File: config.mk
export PLATFORM = sky130hd
export DESIGN_NAME = f_ifu
export DESIGN_NICKNAME = d
export VERILOG_FILES = /design/src/rtl/f_ifu_pkg.sv /design/src/rtl/f_skid_buf.sv /design/src/rtl/f_ifu.sv
export SDC_FILE = /design/constraint.sdc
export NUM_CORES = 1
export LEC_CHECK = 0
export ABC_AREA = 1
export CAP_MARGIN = 20
export CELL_PAD_IN_SITES_DETAIL_PLACEMENT = 2
export CELL_PAD_IN_SITES_GLOBAL_PLACEMENT = 2
export CORE_MARGIN = 1
export CORE_UTILIZATION = 25
export CTS_CLUSTER_SIZE = 10
export DETAILED_ROUTE_END_ITERATION = 10
export HOLD_SLACK_MARGIN = 0.02
export PLACE_DENSITY = 0.9
export SETUP_SLACK_MARGIN = 0.1
export SLEW_MARGIN = 20
export SYNTH_ARGS = -nofsm -noshare
export SYNTH_HDL_FRONTEND = slang
export SYNTH_SLANG_ARGS = --single-unit
File: constraint.sdc
create_clock -name clk -period 1.9 [get_ports clk]
set_clock_uncertainty 0.15 [all_clocks]
set_input_delay 0.19 -clock clk [delete_from_list [all_inputs] [get_ports clk]]
set_output_delay 0.19 -clock clk [all_outputs]
set_load 0.01 [all_outputs]
File: src/rtl/f_ifu_pkg.sv
// Shared definitions for the fetch unit: FSM state encoding, the nop word, the default reset PC
// and the fetch-word record carried through the skid register.
package f_ifu_pkg;

  typedef enum logic [1:0] {
    IfuIdle  = 2'd0,
    IfuFetch = 2'd1,
    IfuBuf   = 2'd2
  } ifu_state_e;

  localparam logic [31:0] InstrNop = 32'h0000_0000;
  localparam logic [31:0] PcReset  = 32'h0000_3000;

  // Instruction word plus its misaligned-fetch flag.
  typedef struct packed {
    logic        exc;
    logic [31:0] word;
  } fetch_word_t;

  function automatic logic pc_misaligned(input logic [31:0] pc);
    return pc[1:0] != 2'b00;
  endfunction

endpackage

File: src/rtl/f_skid_buf.sv
// One-entry holding register for a fetch word returned while the D stage is stalled.
module f_skid_buf
  import f_ifu_pkg::*;
(
  input  logic        clk,
  input  logic        reset,
  input  logic        load,
  input  logic        clear,
  input  fetch_word_t din,
  output fetch_word_t dout
);

  fetch_word_t data_q;

  always_ff @(posedge clk) begin
    if (!reset) begin
      data_q <= '0;
    end else if (load) begin
      data_q <= din;
    end else if (clear) begin
      data_q <= '0;
    end
  end

  assign dout = data_q;

endmodule

File: src/rtl/f_ifu.sv
// F-stage instruction fetch unit: PC, imem request/ack handshake and the F/D register.
// Optional misaligned-fetch detection is enabled by defining F_IFU_ALIGN_CHECK_EN.
module f_ifu
  import f_ifu_pkg::*;
#(
  parameter logic [31:0] RESET_PC = PcReset
) (
  input  logic        clk,
  input  logic        reset,
  input  logic        stall_D,
  input  logic [31:0] npc,
  output logic [31:0] pc_F,
  output logic        imem_req,
  output logic [31:0] imem_addr,
  input  logic        imem_ack,
  input  logic [31:0] imem_rdata,
  output logic [31:0] instr_D,
  output logic [31:0] pc_D,
  output logic        valid_D,
  output logic        exc_adel_D
);

  ifu_state_e  state_q, state_d;
  logic [31:0] pc_q, pc_d;
  logic [31:0] pend_npc_q, pend_npc_d;
  logic        pend_v_q, pend_v_d;

  logic [31:0] fd_instr_q, fd_instr_d;
  logic [31:0] fd_pc_q, fd_pc_d;
  logic        fd_valid_q, fd_valid_d;
  logic        fd_exc_q, fd_exc_d;

  logic        misalign;
  logic        fetch_hit;
  logic        avail;
  logic        req;
  logic        skid_load, skid_clear;
  fetch_word_t fetch_word, skid_word, avail_word;

`ifdef F_IFU_ALIGN_CHECK_EN
  assign misalign = pc_misaligned(pc_q);
`else
  assign misalign = 1'b0;
`endif

  // A misaligned PC never reaches memory; its "word" is a nop carrying the exception flag.
  assign fetch_word.exc  = misalign;
  assign fetch_word.word = misalign ? InstrNop : imem_rdata;

  assign fetch_hit  = (state_q == IfuFetch) && (misalign || imem_ack);
  assign avail      = fetch_hit || (state_q == IfuBuf);
  assign avail_word = (state_q == IfuBuf) ? skid_word : fetch_word;

  f_skid_buf u_skid_buf (
    .clk   (clk),
    .reset (reset),
    .load  (skid_load),
    .clear (skid_clear),
    .din   (fetch_word),
    .dout  (skid_word)
  );

  always_comb begin
    state_d    = state_q;
    pc_d       = pc_q;
    pend_npc_d = pend_npc_q;
    pend_v_d   = pend_v_q;
    fd_instr_d = fd_instr_q;
    fd_pc_d    = fd_pc_q;
    fd_valid_d = fd_valid_q;
    fd_exc_d   = fd_exc_q;
    req        = 1'b0;
    skid_load  = 1'b0;
    skid_clear = 1'b0;

    unique case (state_q)
      IfuIdle: begin
        state_d = IfuFetch;
      end
      IfuFetch: begin
        req = !misalign;
        if (fetch_hit && stall_D) begin
          skid_load = 1'b1;
          state_d   = IfuBuf;
        end
      end
      IfuBuf: begin
        if (!stall_D) begin
          skid_clear = 1'b1;
        end
      end
      default: begin
        state_d = IfuIdle;
      end
    endcase

    if (!stall_D) begin
      if (avail) begin
        fd_instr_d = avail_word.word;
        fd_pc_d    = pc_q;
        fd_valid_d = 1'b1;
        fd_exc_d   = avail_word.exc;
        pc_d       = pend_v_q ? pend_npc_q : npc;
        pend_v_d   = 1'b0;
        state_d    = IfuFetch;
      end else begin
        fd_instr_d = InstrNop;
        fd_pc_d    = pc_q;
        fd_valid_d = 1'b0;
        fd_exc_d   = 1'b0;
        // The instruction leaving D may be a branch whose delay slot is still in flight:
        // remember where it points so the redirect survives the bubble.
        if (fd_valid_q && !pend_v_q) begin
          pend_npc_d = npc;
          pend_v_d   = 1'b1;
        end
      end
    end
  end

  always_ff @(posedge clk) begin
    if (!reset) begin
      state_q    <= IfuIdle;
      pc_q       <= RESET_PC;
      pend_npc_q <= '0;
      pend_v_q   <= 1'b0;
      fd_instr_q <= InstrNop;
      fd_pc_q    <= '0;
      fd_valid_q <= 1'b0;
      fd_exc_q   <= 1'b0;
    end else begin
      state_q    <= state_d;
      pc_q       <= pc_d;
      pend_npc_q <= pend_npc_d;
      pend_v_q   <= pend_v_d;
      fd_instr_q <= fd_instr_d;
      fd_pc_q    <= fd_pc_d;
      fd_valid_q <= fd_valid_d;
      fd_exc_q   <= fd_exc_d;
    end
  end

  assign pc_F       = pc_q;
  assign imem_req   = req;
  assign imem_addr  = pc_q;
  assign instr_D    = fd_instr_q;
  assign pc_D       = fd_pc_q;
  assign valid_D    = fd_valid_q;
  assign exc_adel_D = fd_exc_q;

endmodule

==> metrics.md, run 1 <==
| Metric | Value |
|---|---|
| Status | `complete, no violations` |
| Die Height | `168.7 um` |
| Main synth FF type | `dfxtp_1` |
| Pwr/cell area | `about 830 nW/um^2` |
| Post-synth top cells | `329 x nand2_1, 164 x dfxtp_1, 130 x nand3_1, 100 x nor2_1, 68 x a21oi_1` |
| Fin nets | `between 1000 and 1500` |
| 1st-pass router iterations | `4` |
| Crit-path slowest cell | `clkdlybuf4s50_1` |
| Max Fclk | `between 500 and 600 MHz` |
| Crit. End Element | `output port` |
| Crit path buffers/inverters | `1` |
| Layout cells sized above 1 | `under 10%` |
| Mapped Avg Cell Area | `6.916 um^2` |
| Vias | `7259` |
| Top-count cell post-synth | `nand2_1` |
| CP max FO | `4` |
| Total power | `8.202 mW` |
| Worst path required time | `1.56 ns` |
| Net Count, Synth | `1073` |
| EDFF count, synth | `0` |
| CTS buffer count | `17` |
| Final min period | `1.769 ns` |
| RSZ-0062 raised after global routing | `false` |
| GP Congestion | `slightly above 0.7` |
| Synth Area in Adders | `0%` |
| Die Span X | `168.7 um` |
| Final wirelength | `around 27000 um` |
| Placeable Area | `27100 um^2` |
| Final core occ | `36.25%` |
| Layout area overhead | `41.33%` |
| Worst hold margin | `0.2147 ns` |
| Tightest Hold Check Type | `in -> reg` |
| Final setup violation count | `0` |
| XOR/XNOR share of the synthesized area | `0%` |
| CTS max path bufs | `2` |
| Drt drc | `0` |
| Port bufs | `197` |
| DRT iter0 DRCs | `about 420` |
| Leading area contributor after synthesis | `dfxtp_1` |
| Wire length per cell | `17.83 um` |
| Largest family of logic cells by synthesized area | `simple AND/OR/NAND/NOR gates` |
| Reg clk slew, reported paths | `0.07 ns` |
| Clk root buf | `clkbuf_16` |
| Cell count after placement | `1499` |
| Fin Setup TNS | `0 ns` |
| Mux cell area share after synthesis | `0%` |
| Seq/Total Area, Yosys | `47.24%` |
| Hpwl dp | `18920 um` |
| FFs w/ async S/R, synth | `0%` |
| DRT antenna net count | `0` |
| CTS tree | `yes` |
| GRT overflow | `0` |
| Worst vdd rail ir drop | `slightly below 0.6 mV` |
| Ports | `199` |
| Antenna violations before repair | `3` |
| Global-route wire length before repair | `around 43000 um` |
| #FFs+latches synth | `164` |
| Crit path launch type | `register` |
| Critical path arrival | `1.43 ns` |
| # clock sinks | `164` |
| Top post-synthesis cells by area | `dfxtp_1 47%, nand2_1 18%, nand3_1 9.4%` |
| Syn Inst Count | `1005` |
| CP max stage delay | `0.57 ns` |
| Fin crit share | `between 90 and 100%` |
| Critical path class | `reg -> out` |
| Post-synthesis cell type count | `17` |
| # rows | `60` |
| Synth Warn # | `0` |
| Slew Limit Fails | `0` |
| Initial Utilization | `roughly a quarter` |
| CP delay by family, top | `buffers and inverters` |
| Largest net degree at the start of global routing | `61` |
| Synth Area in Compound Gates | `9.577%` |
| Drt via density | `4.723` |
| CTS H-Tree Depth | `4` |
| Fin cells | `1537` |
| Number of global-route vias before repair | `between 7000 and 8000` |
| Final hold violations | `0` |
| Mapped Area | `between 6000 and 7000 um^2` |
| Total of max-cap violations | `0` |
| Worst-path cell chain | `clkdlybuf4s50_1` |
| Pleak | `4.160 nW` |
| Area share of the largest cell type after synthesis | `a little under half` |
| Clk Latency, worst-skew pair | `0.44 ns` |
| GR Util All Layers | `19.38%` |
| Synth Area in Simple Gates | `between 30% and 40%` |
| Die ar. | `28470 um^2` |
-- kinds of logic after synthesis --
| kind of cell | count (synthesis) |
|---|---|
| AND/OR/NAND/NOR | 562 |
| flip-flops | 164 |
| buffers and inverters | 145 |
| AO/OA/AOI/OAI | 133 |
| other | 1 |
-- cell type report --
cell class / count / area, um^2
fillers: 3139 / 17280
inverters: 40 / 150.1
well taps: 372 / 465.4
diodes: 3 / 7.507
repair buffers: 230 / 2364
clock inverters: 14 / 133.9
multi-input cells: 696 / 2972
clock buffers: 18 / 429.2
flip-flops and latches: 164 / 3302
-- repair_timing --
item,CTS,global route
setup endpoints to repair,17,43
hold buffers,1,0
buffers inserted,0,2
resized for setup,12,13
endpoints found under the hold margin,14,0
pin swaps,0,1
-- metal layers --
metal / track usage, % / routed length, um / vias up
li1: - / - / 3447
met1: 21.70 / 11350 / 3567
met2: 34.53 / 13790 / 181
met3: 4.115 / 1192 / 64
met4: 9.960 / 1064 / 0
met5: 0 / 0 / -
-- worst paths after layout --
kind	slack [ns]	start	end	depth (start not counted)
hold / removal	0.21	imem_rdata[21]	u_skid_buf.dout[21]$_SDFFE_PN0P_	3
hold reg to reg	0.31	instr_D[19]$_SDFFE_PN0N_	instr_D[19]$_SDFFE_PN0N_	2
setup / recovery	0.13	imem_addr[11]$_SDFFE_PN0P_	imem_addr[11]	1
setup reg to reg	0.24	state_q[1]$_SDFF_PN0_	pend_npc_q[9]$_SDFFE_PN0P_	6
-- through the flow --
stage	cell area [um^2]	setup WS [ns]
floorplan	6950	0.4887
global placement	9199	0.07460
detailed placement	9199	-0.04671
CTS	9783	0.1009
global route	9823	0.09350
finish	9823	0.1312
-- layout by cell type, fill, tap and decap left out --
cell type        count
inv_6                3
dfxtp_1            149
inv_8                6
clkbuf_2             1
dfxtp_2             15
buf_4               21
nand2_1            328
dlygate4sd3_1        1
dlygate4sd2_1        2
clkinv_1             1
clkdlybuf4s50_1    189
diode_2              3
o21ai_0             65
clkbuf_1             1
inv_2                2
buf_6                1
nand3_1            130
nor2_4               3
nand2_2              2
nor2_1              98
conb_1               1
clkinv_4             2
a21oi_1             68
buf_12              11
nor2_2               1
dlymetal6s2s_1       4
inv_1               37
clkinvlp_4           3
clkbuf_16           17
-- state kept, by name, indices dropped and copies added (netlist names) --
name / count
pc_D: 32
pend_npc_q: 32
state_q: 2
u_skid_buf.dout: 32
imem_addr: 32
instr_D: 32
valid_D: 1
pend_v_q: 1
-- power breakdown --
part           switching, mW  internal, mW  total (mW)
Sequential             0.112          3.58        3.69
Combinational          0.600         0.525        1.13
Clock                   1.64          1.74        3.39
Total                   2.36          5.85        8.20
Note: power is estimated with default switching activity, not from simulation.
==> inputs of run 2 (changes only) <==
Settings changed: CORE_MARGIN 1 to not set.
==> results of run 2 <==
Final layout, timing and power as in run 1 (identical DEF).
==> inputs of run 3 (changes only) <==
Settings changed: ABC_AREA 1 to not set, CORE_UTILIZATION 25 to 28, CTS_CLUSTER_SIZE 10 to not set.
==> run 3 against run 2 <==
Effect of this change: sequential power is essentially flat; synthesized cell count shrank 35%; utilization grew 5.0 points; sequential cell count is the same; largest power group unchanged; highest routed layer unchanged.
==> metrics.md, run 3 <==
| Metric | Value |
|---|---|
| Mapped Avg Cell Area | `10.01 um^2 (was 6.916 um^2)` |
| CP delay by family, top | `buffers and inverters (unchanged)` |
| Mapped Area | `6586 um^2 (was 6950 um^2)` |
| Worst path required time | `1.56 ns (about the same)` |
| Number of global-route vias before repair | `6117 (was 7897)` |
| Drt via density | `4.788 (was 4.723)` |
| Net Count, Synth | `726 (was 1073)` |
| GR Util All Layers | `18.91% (was 19.38%)` |
| Pwr/cell area | `857.4 nW/um^2 (was 835.0 nW/um^2)` |
| Sw Share | `26.50% (was 28.72%)` |
| Slew Limit Fails | `0 (unchanged)` |
| Die ar. | `24140 um^2 (was 28470 um^2)` |
| Leading area contributor after synthesis | `dfxtp_1 (unchanged)` |
| # clock sinks | `164 (unchanged)` |
| Hpwl dp | `15440 um (was 18920 um)` |
| Largest net degree at the start of global routing | `37 (was 61)` |
| CP max FO | `4 (unchanged)` |
| CTS H-Tree Depth | `4 (unchanged)` |
| Reg clk slew, reported paths | `0.07 ns (about the same)` |
| Switching pwr | `2.141 mW (was 2.356 mW)` |
| Post-synth top cells | `164 x dfxtp_1, 128 x mux2i_1, 99 x nand2_1, 36 x buf_4, 35 x nor2_1 (was 329 x nand2_1, 164 x dfxtp_1, 130 x nand3_1, 100 x nor2_1, 68 x a21oi_1)` |
| Cell count after placement | `1109 (was 1499)` |
| Initial Utilization | `28.83% (was 25.65%)` |
| CTS buffer count | `17 (unchanged)` |
| Clk Latency, worst-skew pair | `0.43 ns (was 0.44 ns)` |
| CP max stage delay | `0.57 ns (about the same)` |
| #FFs+latches synth | `164 (unchanged)` |
| CTS tree | `yes (unchanged)` |
| Fin nets | `886 (was 1217)` |
| Post-synthesis cell type count | `30 (was 17)` |
| Commonest non-fill, non-tap cell in the layout | `clkdlybuf4s50_1 (was nand2_1)` |
| EDFF count, synth | `0 (unchanged)` |
| Clk root buf | `clkbuf_16 (unchanged)` |
| Seq/Total Area, Yosys | `49.85% (was 47.24%)` |
| FFs w/ async S/R, synth | `0% (unchanged)` |
| P_int | `5.937 mW (was 5.846 mW)` |
| Final min period | `1.752 ns (was 1.769 ns)` |
| RSZ-0062 raised after global routing | `false (unchanged)` |
| Top post-synthesis cells by area | `dfxtp_1 50%, mux2i_1 19%, nand2_1 5.6% (was dfxtp_1 47%, nand2_1 18%, nand3_1 9.4%)` |
| Critical path class | `reg -> out (unchanged)` |
| Port bufs | `197 (unchanged)` |
| DRT antenna net count | `0 (unchanged)` |
| Pleak | `3.832 nW (was 4.160 nW)` |
| Fin cells | `1146 (was 1537)` |
| Ports | `199 (unchanged)` |
| Setup ws final | `0.1482 ns (was 0.1312 ns)` |
| Flop pwr share | `45.4% (was 45.0%)` |
| Final wirelength | `22280 um (was 27400 um)` |
| Wire length per cell | `19.44 um (was 17.83 um)` |
| Drt drc | `0 (unchanged)` |
| Crit path launch type | `register (unchanged)` |
| Dpl ws | `0.004694 ns (was -0.04671 ns)` |
| CTS max path bufs | `2 (unchanged)` |
| Die Height | `155.4 um (was 168.7 um)` |
| Worst vdd rail ir drop | `0.5421 mV (was 0.5846 mV)` |
| Status | `complete, no violations (unchanged)` |
| Worst-path cell chain | `clkdlybuf4s50_1 (unchanged)` |
| Layout area overhead | `43.05% (was 41.33%)` |
| Final setup violation count | `0 (unchanged)` |
| Fin crit share | `92.20% (was 93.09%)` |
| Main synth FF type | `dfxtp_1 (unchanged)` |
| Total of max-cap violations | `0 (unchanged)` |
| Antenna violations before repair | `2 (was 3)` |
| Area share of the largest cell type after synthesis | `49.85% (was 47.24%)` |
| Reg2reg setup slack | `0.26 ns (was 0.24 ns)` |
| Clk pwr share | `42.3% (was 41.3%)` |
| Synth Warn # | `0 (unchanged)` |
| Top-count cell post-synth | `dfxtp_1 (was nand2_1)` |
| Max Fclk | `570.8 MHz (was 565.4 MHz)` |
| Final hold violations | `0 (unchanged)` |
| Syn Inst Count | `658 (was 1005)` |
| DRT iter0 DRCs | `193 (was 418)` |
| Vias | `5487 (was 7259)` |
| Worst hold margin | `0.1069 ns (was 0.2147 ns)` |
| Die Span X | `155.4 um (was 168.7 um)` |
| Layout cells sized above 1 | `10.11% (was 7.573%)` |
| Placeable Area | `22850 um^2 (was 27100 um^2)` |
| Commonest non-fill, non-tap cells in the layout | `178 x clkdlybuf4s50_1, 153 x dfxtp_1, 128 x mux2i_1, 99 x nand2_1, 34 x nor2_1 (was 328 x nand2_1, 189 x clkdlybuf4s50_1, 149 x dfxtp_1, 130 x nand3_1, 98 x nor2_1)` |
| Critical path arrival | `1.41 ns (was 1.43 ns)` |
| Global-route wire length before repair | `34940 um (was 42870 um)` |
| Tightest Hold Check Type | `in -> reg (unchanged)` |
| GP Congestion | `0.7307 (was 0.7185)` |
| Crit. End Element | `output port (unchanged)` |
| Fin Setup TNS | `0 ns (unchanged)` |
| Crit-path slowest cell | `clkdlybuf4s50_1 (unchanged)` |
| 1st-pass router iterations | `4 (unchanged)` |
| GRT overflow | `0 (unchanged)` |
| Total power | `8.078 mW (was 8.202 mW)` |
| Crit path buffers/inverters | `1 (unchanged)` |
| Comb pwr share | `12.3% (was 13.7%)` |
| # rows | `55 (was 60)` |
run 3: cell types whose count changed after synthesis, moves of 62 or more:
cell	delta
a21oi_1	-66
nand2_1	-230
nand3_1	-130
o21ai_0	-62
nor2_1	-65
mux2i_1	+128
run 3: power groups by stage:
stage	registers, mW	logic (mW)	clock network, mW
after global routing	3.69	1.07	3.66
after floorplan	3.75	0.455	0
after detailed placement	3.75	1.00	0
final	3.67	0.993	3.41
after CTS	3.67	1.01	3.50
after global placement	3.74	0.957	0
run 3: cell families after synthesis:
family                 Yosys count  share of synthesized area, %
flip-flops                     164                         49.85
AO/OA/AOI/OAI                  105                         11.42
buffers and inverters           88                         8.263
multiplexers                   128                         19.45
other                            1                       0.05694
AND/OR/NAND/NOR                172                         10.96
run 3: metal layers:
| metal | GRT usage [%] | vias to the layer above | wire [um] |
|---|---|---|---|
| li1 | - | 2587 | - |
| met4 | 8.917 | 0 | 690 |
| met1 | 21.20 | 2728 | 9213 |
| met2 | 34.59 | 133 | 11760 |
| met5 | 0 | - | 0 |
| met3 | 3.259 | 39 | 617 |
run 3: final timing paths:
check	start	endpoint	cells past startpoint
hold reg to reg	instr_D[7]$_SDFFE_PN0N_	instr_D[7]$_SDFFE_PN0N_	2
setup reg to reg	state_q[0]$_SDFF_PN0_	instr_D[31]$_SDFFE_PN0N_	4
hold / removal	stall_D	state_q[0]$_SDFF_PN0_	3
setup / recovery	imem_addr[25]$_SDFFE_PN0P_	pc_F[25]	1
run 3: layout make-up:
cell class	count	area (um^2)
Fill cell	2459	13430
Sequential cell	164	3297
Multi-Input combinational cell	406	2794
Timing Repair Buffer	228	2354
Clock buffer	17	425.4
Tap cell	313	391.6
Clock inverter	15	151.4
Antenna cell	2	5.005
Inverter	1	3.754
run 3: stage by stage:
stage          instance area (um^2)  utilization, %
6_report                       9422           41.24
3_5_place_dp                   8771           38.39
4_1_cts                        9359           40.96
5_1_grt                        9419           41.23
3_3_place_gp                   8771           38.39
2_1_floorplan                  6586               -
run 3: what timing repair did:
action / CTS / global route
pin swaps: 0 / 0
gates resized for setup: 9 / 19
buffers inserted: 0 / 2
setup endpoints to repair: 11 / 32
endpoints found under the hold margin: 1 / 0
hold buffers: 1 / 0
